File: config.mk
export PLATFORM = sky130hd
export DESIGN_NAME = i2c_slave_rx
export DESIGN_NICKNAME = d
export VERILOG_FILES = /design/src/rtl/i2c_slave_rx.sv
export SDC_FILE = /design/constraint.sdc
export NUM_CORES = 1
export LEC_CHECK = 0
export ABC_AREA = 1
export CELL_PAD_IN_SITES_DETAIL_PLACEMENT = 1
export CELL_PAD_IN_SITES_GLOBAL_PLACEMENT = 1
export CORE_ASPECT_RATIO = 0.8
export CORE_UTILIZATION = 35
export CTS_BUF_LIST = sky130_fd_sc_hd__clkbuf_4 sky130_fd_sc_hd__clkbuf_8
export CTS_CLUSTER_SIZE = 30
export DETAILED_ROUTE_END_ITERATION = 8
export GPL_ROUTABILITY_DRIVEN = 0
export PLACE_DENSITY_LB_ADDON = 0.08
export SLEW_MARGIN = 20
export SYNTH_ARGS = -nofsm -noshare
export SYNTH_HDL_FRONTEND = slang
export SYNTH_SLANG_ARGS = --single-unit
File: constraint.sdc
create_clock -name clk -period 3.8 [get_ports clk]
set_input_delay 1.14 -clock clk [delete_from_list [all_inputs] [get_ports clk]]
set_output_delay 1.14 -clock clk [all_outputs]
set_load 0.05 [all_outputs]
File: src/rtl/i2c_slave_rx.sv
// ---------------------------------------------------------------------------
// i2c_slave_rx
//
// Write-only I2C slave receiver. Watches the raw SCL/SDA lines, answers its
// 7-bit address on write transfers, ACKs every data byte and packs the bytes
// big-endian into DATA_WIDTH-bit words that are handed downstream with a
// one-clock write strobe.
//
// Parameters
//   DATA_WIDTH : width of the assembled word (multiple of 8, 8..64)
//   SLAVE_ADDR : 7-bit I2C address this slave answers
//
// Ports
//   clk        : system clock, rising edge
//   rst        : asynchronous reset, active low
//   scl        : raw I2C clock line (asynchronous to clk)
//   sda_in     : raw I2C data line (asynchronous to clk)
//   sda_pull   : 1 = pull SDA low (open drain), 0 = release
//   wr         : one-clock strobe, data_out holds a complete word
//   data_out   : last assembled word, held until the next wr
//   busy       : high from an accepted address until STOP / START
//   frame_err  : one-clock pulse when a partial word is thrown away
// ---------------------------------------------------------------------------
module i2c_slave_rx #(
  parameter int         DATA_WIDTH = 32,
  parameter logic [6:0] SLAVE_ADDR = 7'h47
) (
  input  logic                  clk,
  input  logic                  rst,
  input  logic                  scl,
  input  logic                  sda_in,
  output logic                  sda_pull,
  output logic                  wr,
  output logic [DATA_WIDTH-1:0] data_out,
  output logic                  busy,
  output logic                  frame_err
);

  localparam int BYTES_PER_WORD = DATA_WIDTH / 8;
  localparam int BC_W = (BYTES_PER_WORD > 1) ? $clog2(BYTES_PER_WORD) : 1;
  localparam logic [BC_W-1:0] LAST_BYTE = BC_W'(BYTES_PER_WORD - 1);

  localparam logic [2:0] ST_IDLE     = 3'd0;
  localparam logic [2:0] ST_ADDR     = 3'd1;
  localparam logic [2:0] ST_ADDR_ACK = 3'd2;
  localparam logic [2:0] ST_DATA     = 3'd3;
  localparam logic [2:0] ST_DATA_ACK = 3'd4;
  localparam logic [2:0] ST_IGNORE   = 3'd5;

  // Line synchronisers: two flops for metastability, a third holding the
  // previous synced value so edges and START/STOP can be seen.
  logic sclMeta_q, sclSync_q, sclPrev_q;
  logic sdaMeta_q, sdaSync_q, sdaPrev_q;

  // Protocol state
  logic [2:0]            state_q,    state_d;
  logic [2:0]            bitCnt_q,   bitCnt_d;
  logic [7:0]            shiftReg_q, shiftReg_d;
  logic [BC_W-1:0]       byteCnt_q,  byteCnt_d;
  logic [DATA_WIDTH-1:0] wordBuf_q,  wordBuf_d;
  logic                  ackArmed_q, ackArmed_d;

  // Registered outputs
  logic                  sdaPull_q,  sdaPull_d;
  logic                  wr_q,       wr_d;
  logic [DATA_WIDTH-1:0] dataOut_q,  dataOut_d;
  logic                  busy_q,     busy_d;
  logic                  frameErr_q, frameErr_d;

  // Bus events derived from the synchronised lines
  logic                  sclRise, sclFall, startDet, stopDet;
  logic [7:0]            rxByte;
  logic [DATA_WIDTH-1:0] wordNext;
  logic                  partialWord;

  // Both raw lines pass through the synchroniser chain. Reset loads ones
  // so an idle (pulled-up) bus produces no edges or conditions when the
  // block comes out of reset.
  always_ff @(posedge clk or negedge rst) begin
    if (!rst) begin
      sclMeta_q <= 1'b1;
      sclSync_q <= 1'b1;
      sclPrev_q <= 1'b1;
      sdaMeta_q <= 1'b1;
      sdaSync_q <= 1'b1;
      sdaPrev_q <= 1'b1;
    end else begin
      sclMeta_q <= scl;
      sclSync_q <= sclMeta_q;
      sclPrev_q <= sclSync_q;
      sdaMeta_q <= sda_in;
      sdaSync_q <= sdaMeta_q;
      sdaPrev_q <= sdaSync_q;
    end
  end

  // Edge and bus-condition decode. A START/STOP is an SDA transition while
  // SCL is high; ordinary data only changes while SCL is low.
  assign sclRise  = sclSync_q & ~sclPrev_q;
  assign sclFall  = ~sclSync_q & sclPrev_q;
  assign startDet = sclSync_q & sdaPrev_q & ~sdaSync_q;
  assign stopDet  = sclSync_q & ~sdaPrev_q & sdaSync_q;

  // The byte as it will look once the current SDA bit is shifted in, and
  // the word buffer with that byte appended at the low end (big-endian).
  assign rxByte   = {shiftReg_q[6:0], sdaSync_q};
  assign wordNext = (wordBuf_q << 8) | DATA_WIDTH'(rxByte);

  // A word is only partially filled if at least one byte of it has been
  // received inside an accepted data phase.
  assign partialWord = ((state_q == ST_DATA) || (state_q == ST_DATA_ACK)) &&
                       (byteCnt_q != '0);

  // Next-state logic. START and STOP take priority over everything else so
  // they are honoured in every state, including the middle of an ACK bit,
  // where sda_pull drops on the same edge as the state change.
  always_comb begin
    state_d    = state_q;
    bitCnt_d   = bitCnt_q;
    shiftReg_d = shiftReg_q;
    byteCnt_d  = byteCnt_q;
    wordBuf_d  = wordBuf_q;
    ackArmed_d = ackArmed_q;
    sdaPull_d  = sdaPull_q;
    wr_d       = 1'b0;
    dataOut_d  = dataOut_q;
    busy_d     = busy_q;
    frameErr_d = 1'b0;

    if (stopDet || startDet) begin
      state_d    = stopDet ? ST_IDLE : ST_ADDR;
      bitCnt_d   = '0;
      byteCnt_d  = '0;
      ackArmed_d = 1'b0;
      sdaPull_d  = 1'b0;
      busy_d     = 1'b0;
      frameErr_d = partialWord;
    end else begin
      case (state_q)
        ST_IDLE: begin
          // Nothing but a START leaves idle; handled above.
        end

        ST_ADDR: begin
          if (sclRise) begin
            shiftReg_d = rxByte;
            if (bitCnt_q == 3'd7) begin
              bitCnt_d = '0;
              // Only a write to our own address is acknowledged.
              if ((rxByte[7:1] == SLAVE_ADDR) && !rxByte[0]) begin
                state_d = ST_ADDR_ACK;
                busy_d  = 1'b1;
              end else begin
                state_d = ST_IGNORE;
              end
            end else begin
              bitCnt_d = bitCnt_q + 3'd1;
            end
          end
        end

        ST_ADDR_ACK, ST_DATA_ACK: begin
          // First SCL fall after bit 8 starts the ACK slot, the following
          // fall (end of the ninth clock) ends it.
          if (sclFall) begin
            if (!ackArmed_q) begin
              sdaPull_d  = 1'b1;
              ackArmed_d = 1'b1;
            end else begin
              sdaPull_d  = 1'b0;
              ackArmed_d = 1'b0;
              state_d    = ST_DATA;
              bitCnt_d   = '0;
            end
          end
        end

        ST_DATA: begin
          if (sclRise) begin
            shiftReg_d = rxByte;
            if (bitCnt_q == 3'd7) begin
              bitCnt_d  = '0;
              state_d   = ST_DATA_ACK;
              wordBuf_d = wordNext;
              if (byteCnt_q == LAST_BYTE) begin
                wr_d      = 1'b1;
                dataOut_d = wordNext;
                byteCnt_d = '0;
              end else begin
                byteCnt_d = byteCnt_q + 1'b1;
              end
            end else begin
              bitCnt_d = bitCnt_q + 3'd1;
            end
          end
        end

        ST_IGNORE: begin
          // Not addressed: stay silent until START or STOP.
        end

        default: begin
          state_d = ST_IDLE;
        end
      endcase
    end
  end

  // State and output registers. Reset returns everything to an idle,
  // silent slave with an empty output word.
  always_ff @(posedge clk or negedge rst) begin
    if (!rst) begin
      state_q    <= ST_IDLE;
      bitCnt_q   <= '0;
      shiftReg_q <= '0;
      byteCnt_q  <= '0;
      wordBuf_q  <= '0;
      ackArmed_q <= 1'b0;
      sdaPull_q  <= 1'b0;
      wr_q       <= 1'b0;
      dataOut_q  <= '0;
      busy_q     <= 1'b0;
      frameErr_q <= 1'b0;
    end else begin
      state_q    <= state_d;
      bitCnt_q   <= bitCnt_d;
      shiftReg_q <= shiftReg_d;
      byteCnt_q  <= byteCnt_d;
      wordBuf_q  <= wordBuf_d;
      ackArmed_q <= ackArmed_d;
      sdaPull_q  <= sdaPull_d;
      wr_q       <= wr_d;
      dataOut_q  <= dataOut_d;
      busy_q     <= busy_d;
      frameErr_q <= frameErr_d;
    end
  end

  assign sda_pull  = sdaPull_q;
  assign wr        = wr_q;
  assign data_out  = dataOut_q;
  assign busy      = busy_q;
  assign frame_err = frameErr_q;

endmodule

* After elaboration in Yosys (flattened, before gate mapping)
Index checks and enable logic that the tools add are counted.
Cells by class: muxes and demuxes 36, equal/unequal tests 16, bitwise logic cells 12, reduce and logical (&&, ||, !) cells 26, add/subtract/negate cells 2
Operator list (count):
- $mux W3 | 13
- $or A32 B8 Y32 | 1
- $mux W1 | 16
- $reduce_bool A2 Y1 | 8
- $ne A3 B3 Y1 const B | 4
- $pmux W3 S4 | 1
- $reduce_and A4 Y1 | 3
- $mux W2 | 5
- $eq A3 B3 Y1 const B | 3
- $eq A7 B7 Y1 const B | 1
- $reduce_and A7 Y1 | 1
- $and A1 B1 Y1 | 6
- $eq A3 B2 Y1 const B | 2
- $ne A3 B1 Y1 const B | 2
- $pmux W3 S2 | 1
- $reduce_and A3 Y1 | 2
- $reduce_or A2 Y1 | 3
- $not A1 Y1 | 5
- $reduce_and A5 Y1 | 1
- $add A3 B1 Y3 const B | 1
- $eq A3 B1 Y1 const B | 1
- $logic_not A3 Y1 | 1
- $ne A3 B2 Y1 const B | 1
- $reduce_bool A3 Y1 | 1
- 7 further kinds | 9
Storage, ports and cells: flip-flop bits (word level) 81, output and inout port bits 36, logic and storage cells 108

* Longest topological paths before layout
word-level depth 7, gate-level depth with buffers 10

* Worst setup path before layout
OpenSTA, ideal clock, no wires.
kind register -> output, from reg dataOut_q[22], in the netlist data_out[22], to out data_out[22], path slack 2.047 ns, data arrival time 0.613 ns, cell stages (with the launch flop) 1, required time 2.660 ns, cells stage by stage dfrtp_1
RTL lines:
- from (decl) | RTL line 66 | logic [DATA_WIDTH-1:0] dataOut_q, dataOut_d;
- from (signal assigned) | RTL line 233 | dataOut_q <= dataOut_d;
- to (decl) | RTL line 34 | output logic [DATA_WIDTH-1:0] data_out,
No word-level cell between the ends.

* Worst setup path in the final report
from reg dataOut_q[4], in the netlist data_out[4], to out data_out[4]
No word-level cell between the ends.

==> flow_metrics.env <==
export IMPL_arrival_ns=1.54
export IMPL_start_util=0.364
export IMPL_share_of_post_route_cells_with_drive_strength_above_1=0.129
export IMPL_pwr_density_cell_mw_per_mm2=437
export IMPL_net_count_synth=353
export IMPL_dominant_combinational_cell_family_by_area_after_synthesis="simple AND/OR/NAND/NOR gates"
export IMPL_placement_rows=31
export IMPL_sequential_cell_area_sq_mm=0.00203
export IMPL_rrSetupSlack_ns=1.47
export IMPL_timing_worst_setup_path_type="reg2out"
export IMPL_critical_path_top_delay_family="buffers and inverters"
export IMPL_global_route_usage_total=0.161
export IMPL_dr_pass1_iters=6
export IMPL_clock_tree_root_cell="sky130_fd_sc_hd__clkbuf_8"
export IMPL_ys_types=29
export IMPL_share_clk_of_total_power=0.326
export IMPL_max_freq_ghz=0.373
export IMPL_detailroute_via_count=2299
export IMPL_worst_case_clock_skew_ns=0.00873
export IMPL_reg2regPathDepth=8
export IMPL_fill_cells=1079
export IMPL_netlist_top_cells_area="sky130_fd_sc_hd__dfrtp_1 56%, sky130_fd_sc_hd__nand2_1 12%, sky130_fd_sc_hd__dfstp_2 4.7%"
export IMPL_synth_cell_area_sq_mm=0.00333
export IMPL_drtIter0Drc=169
export IMPL_met3_wire_length_um=224
export IMPL_final_min_period_over_clock_period=0.706
export IMPL_detail_route_vias_per_cell=4.57
export IMPL_yosys_area_share_simple=0.176
export IMPL_clock_tree_buffer_depth=2
export IMPL_totalNegativeSetupSlack_ns=0
export IMPL_die_y_um=89.3
export IMPL_critical_path_cell_chain="clkdlybuf4s50_1"
export IMPL_ir_drop_mv=0.226
export IMPL_clock_tree_htree_level_count=3
export IMPL_synth_seq_area_share=0.611
export IMPL_area_growth_from_synthesis_to_layout_pct=18.2
export IMPL_floorplan_io_pins=40
export IMPL_die_w_um=111
export IMPL_final_setup_worst_slack_ns=1.12
export IMPL_leakage_uw=0.00178
export IMPL_cts_hold_buffers=0
export IMPL_sequentialPowerShare=0.540
export IMPL_min_period_ns=2.68
export IMPL_port_buffers=39
export IMPL_worstReg2RegEnd="data_out[10]"
export IMPL_design_final_nets=391
export IMPL_tritoncts="yes"
export IMPL_swShare=0.292
export IMPL_antenna_violating_nets_post_route=0
export IMPL_holdCritPathClass="reg2reg"
export IMPL_arithmetic_cell_share_of_the_synthesized_area_counting_full_adders_half_adders_and_majority_gates=0.0150
export IMPL_comb_power_share=0.134
export IMPL_route_detailed_drc=6
export IMPL_cts_buffers_inserted=9
export IMPL_postSynthRegisterBits=81
export IMPL_netlist_instances=345
export IMPL_post_synth_mux_area_share=0
export IMPL_preCtsSetupSlack_ns=1.44
export IMPL_topRoutingLayerUsed="met4"
export IMPL_finalSetupViolCount=0
export IMPL_timing_max_cap_violations=0
export IMPL_first_pass_grt_wire_length_um=12200
export IMPL_worst_hold_path_num_cells=0
export IMPL_synth_largest_area_cell="sky130_fd_sc_hd__dfrtp_1"
export IMPL_clock_latency_ns=0.35
export IMPL_internal_power_uw=1220
export IMPL_cpMaxStageDelayCell="sky130_fd_sc_hd__clkdlybuf4s50_1"
export IMPL_postCtsSetupRepairBufs=0
export IMPL_cts_sink_count=81
export IMPL_timing_worst_slew_pin_value_ns=0.877
export IMPL_holdCritStartpoint="sdaMeta_q"
export IMPL_wl_met1_um=3710
export IMPL_status="finished, violations left"
export IMPL_clk_transition_reported_paths_ns=0.08
export IMPL_pin_count_of_the_biggest_net_entering_global_routing=82
export IMPL_ys_warn_count=0
export IMPL_wl_met2_um=2850
export IMPL_finalHoldViolCount=0
export IMPL_hpwlAfterDp_um=4560
export IMPL_final_core_util=0.430
export IMPL_synth_top_area_share=0.563
export IMPL_reg2reg_from="sclSync_q"
export IMPL_antenna_found_initial=0
export IMPL_post_cts_resized=0
export IMPL_timing_max_transition_violations_final=0
export IMPL_routedWlPerCell_um=13.6
export IMPL_max_stage_delay_ns=0.82
export IMPL_slew_limit_headroom=0.413
export IMPL_multi_input_area_sq_mm=0.00105
export IMPL_overflow=0
export IMPL_fin_worst_hold_slack_ns=0.360
export IMPL_crit_fanout=2
export IMPL_first_global_vias=2404
export IMPL_switching_power_uw=503
export IMPL_rsz_0062_raised_after_global_routing="false"
export IMPL_violated_checks="DRC"
export IMPL_hold_end="sdaSync_q"
export IMPL_num_antenna_cells=0
export IMPL_critical_path_startpoint_type="flop"
export IMPL_routed_wl_um=6850
export IMPL_floorplan_core_area_sq_mm=0.00915
export IMPL_compound_cell_area_share_of_the_yosys_netlist=0.124
export IMPL_timing_critical_path_buf_inv=1
export IMPL_critical_path_endpoint_type="primary output"
export IMPL_design_die_area_sq_mm=0.00992
export IMPL_crit_required_ns=2.66
export IMPL_post_synth_xor_area_fraction=0
export IMPL_postSynthAreaPerCell_sq_um=9.66
==> area by class of cell <==
class,count,area share
repair buffers,40,0.101
well taps,115,0.0365
clock buffers,11,0.0353
flip-flops and latches,81,0.517
multi-input cells,214,0.267
inverters,37,0.0356
clock inverters,5,0.00826
==> state kept, by name, indices dropped and copies added (netlist names) <==
name,cells
data_out,32
wordBuf_q,24
shiftReg_q,7
bitCnt_q,3
state_q,3
byteCnt_q,2
busy,1
frame_err,1
sclMeta_q,1
sclPrev_q,1
sclSync_q,1
sdaMeta_q,1
sdaPrev_q,1
sdaSync_q,1
sda_pull,1
wr,1
==> per-stage QoR <==
step	instances	area (sq um)	power [uW]
6_report	503	3940	1720
3_5_place_dp	487	3760	1180
5_1_grt	503	3940	1820
4_1_cts	503	3940	1750
2_1_floorplan	345	3330	1100
3_3_place_gp	487	3760	1180
==> worst register-to-register path, stage by stage, from the launching register on <==
cell,delay (ns)
sky130_fd_sc_hd__dfstp_2,0.58
sky130_fd_sc_hd__inv_2,0.06
sky130_fd_sc_hd__nor2_4,0.11
sky130_fd_sc_hd__nand2_2,0.09
sky130_fd_sc_hd__nor2_4,0.13
sky130_fd_sc_hd__nand3_2,0.56
sky130_fd_sc_hd__buf_4,0.49
sky130_fd_sc_hd__nand2_1,0.10
sky130_fd_sc_hd__o21ai_1,0.07
==> cell usage after synthesis (all sizes together) <==
library cell and number:
a21oi 2, buf 9, clkinv 1, nor2 9, o21bai 3, clkbuf 4
nand2 114, o22ai 1, dfstp 6, or2 2, o211ai 1, ha 4
nand3b 2, nand3 11, inv 36, a211oi 1, o21ai 64, dfrtp 75
==> cell usage in the layout, fill, tap and decap left out, drive strengths merged, types with 2 or more instances in the layout <==
cell / netlist / layout
nand3b: 2 / 2
dfrtp: 75 / 75
nor2: 9 / 9
nand3: 11 / 11
clkinvlp: 0 / 3
ha: 4 / 4
clkbuf: 4 / 11
nand2: 114 / 114
clkinv: 1 / 3
buf: 9 / 2
inv: 36 / 36
a21oi: 2 / 2
clkdlybuf4s50: 0 / 38
o21ai: 64 / 64
dfstp: 6 / 6
or2: 2 / 2
o21bai: 3 / 3
==> power groups by stage <==
stage | clock network (uW) | logic, uW | registers (uW)
CTS | 590 | 234 | 930
detailed placement | 0 | 233 | 947
finish | 561 | 231 | 930
global route | 618 | 268 | 935
floorplan | 0 | 151 | 954
global placement | 0 | 233 | 946
==> cell families (layout without fill, tap and decap cells) <==
kind of cell | Yosys count | in the layout
adder cells (fa/ha/maj) | 4 | 4
buffers and inverters | 50 | 93
AND/OR/NAND/NOR | 138 | 138
AO/OA/AOI/OAI | 72 | 72
flip-flops | 81 | 81
==> routing by layer <==
| layer | vias to the layer above | GRT usage |
|---|---|---|
| met3 | 7 | 0.0461 |
| met1 | 1084 | 0.227 |
| met2 | 34 | 0.240 |
| met5 | - | 0 |
| li1 | 1174 | - |
| met4 | 0 | 0.0516 |
==> how the worst max path moves through the flow <==
stage	startpoint	endpoint	slack, ns	depth (start not counted)
after floorplan	data_out[22]	data_out[22]	2.05	0
after global placement	data_out[9]	data_out[9]	1.49	1
after detailed placement	sdaPrev_q	data_out[10]	1.44	8
after CTS	data_out[8]	data_out[8]	1.10	1
after global routing	data_out[4]	data_out[4]	1.06	1
final	data_out[4]	data_out[4]	1.12	1
Power figures use the tool's default switching activity.
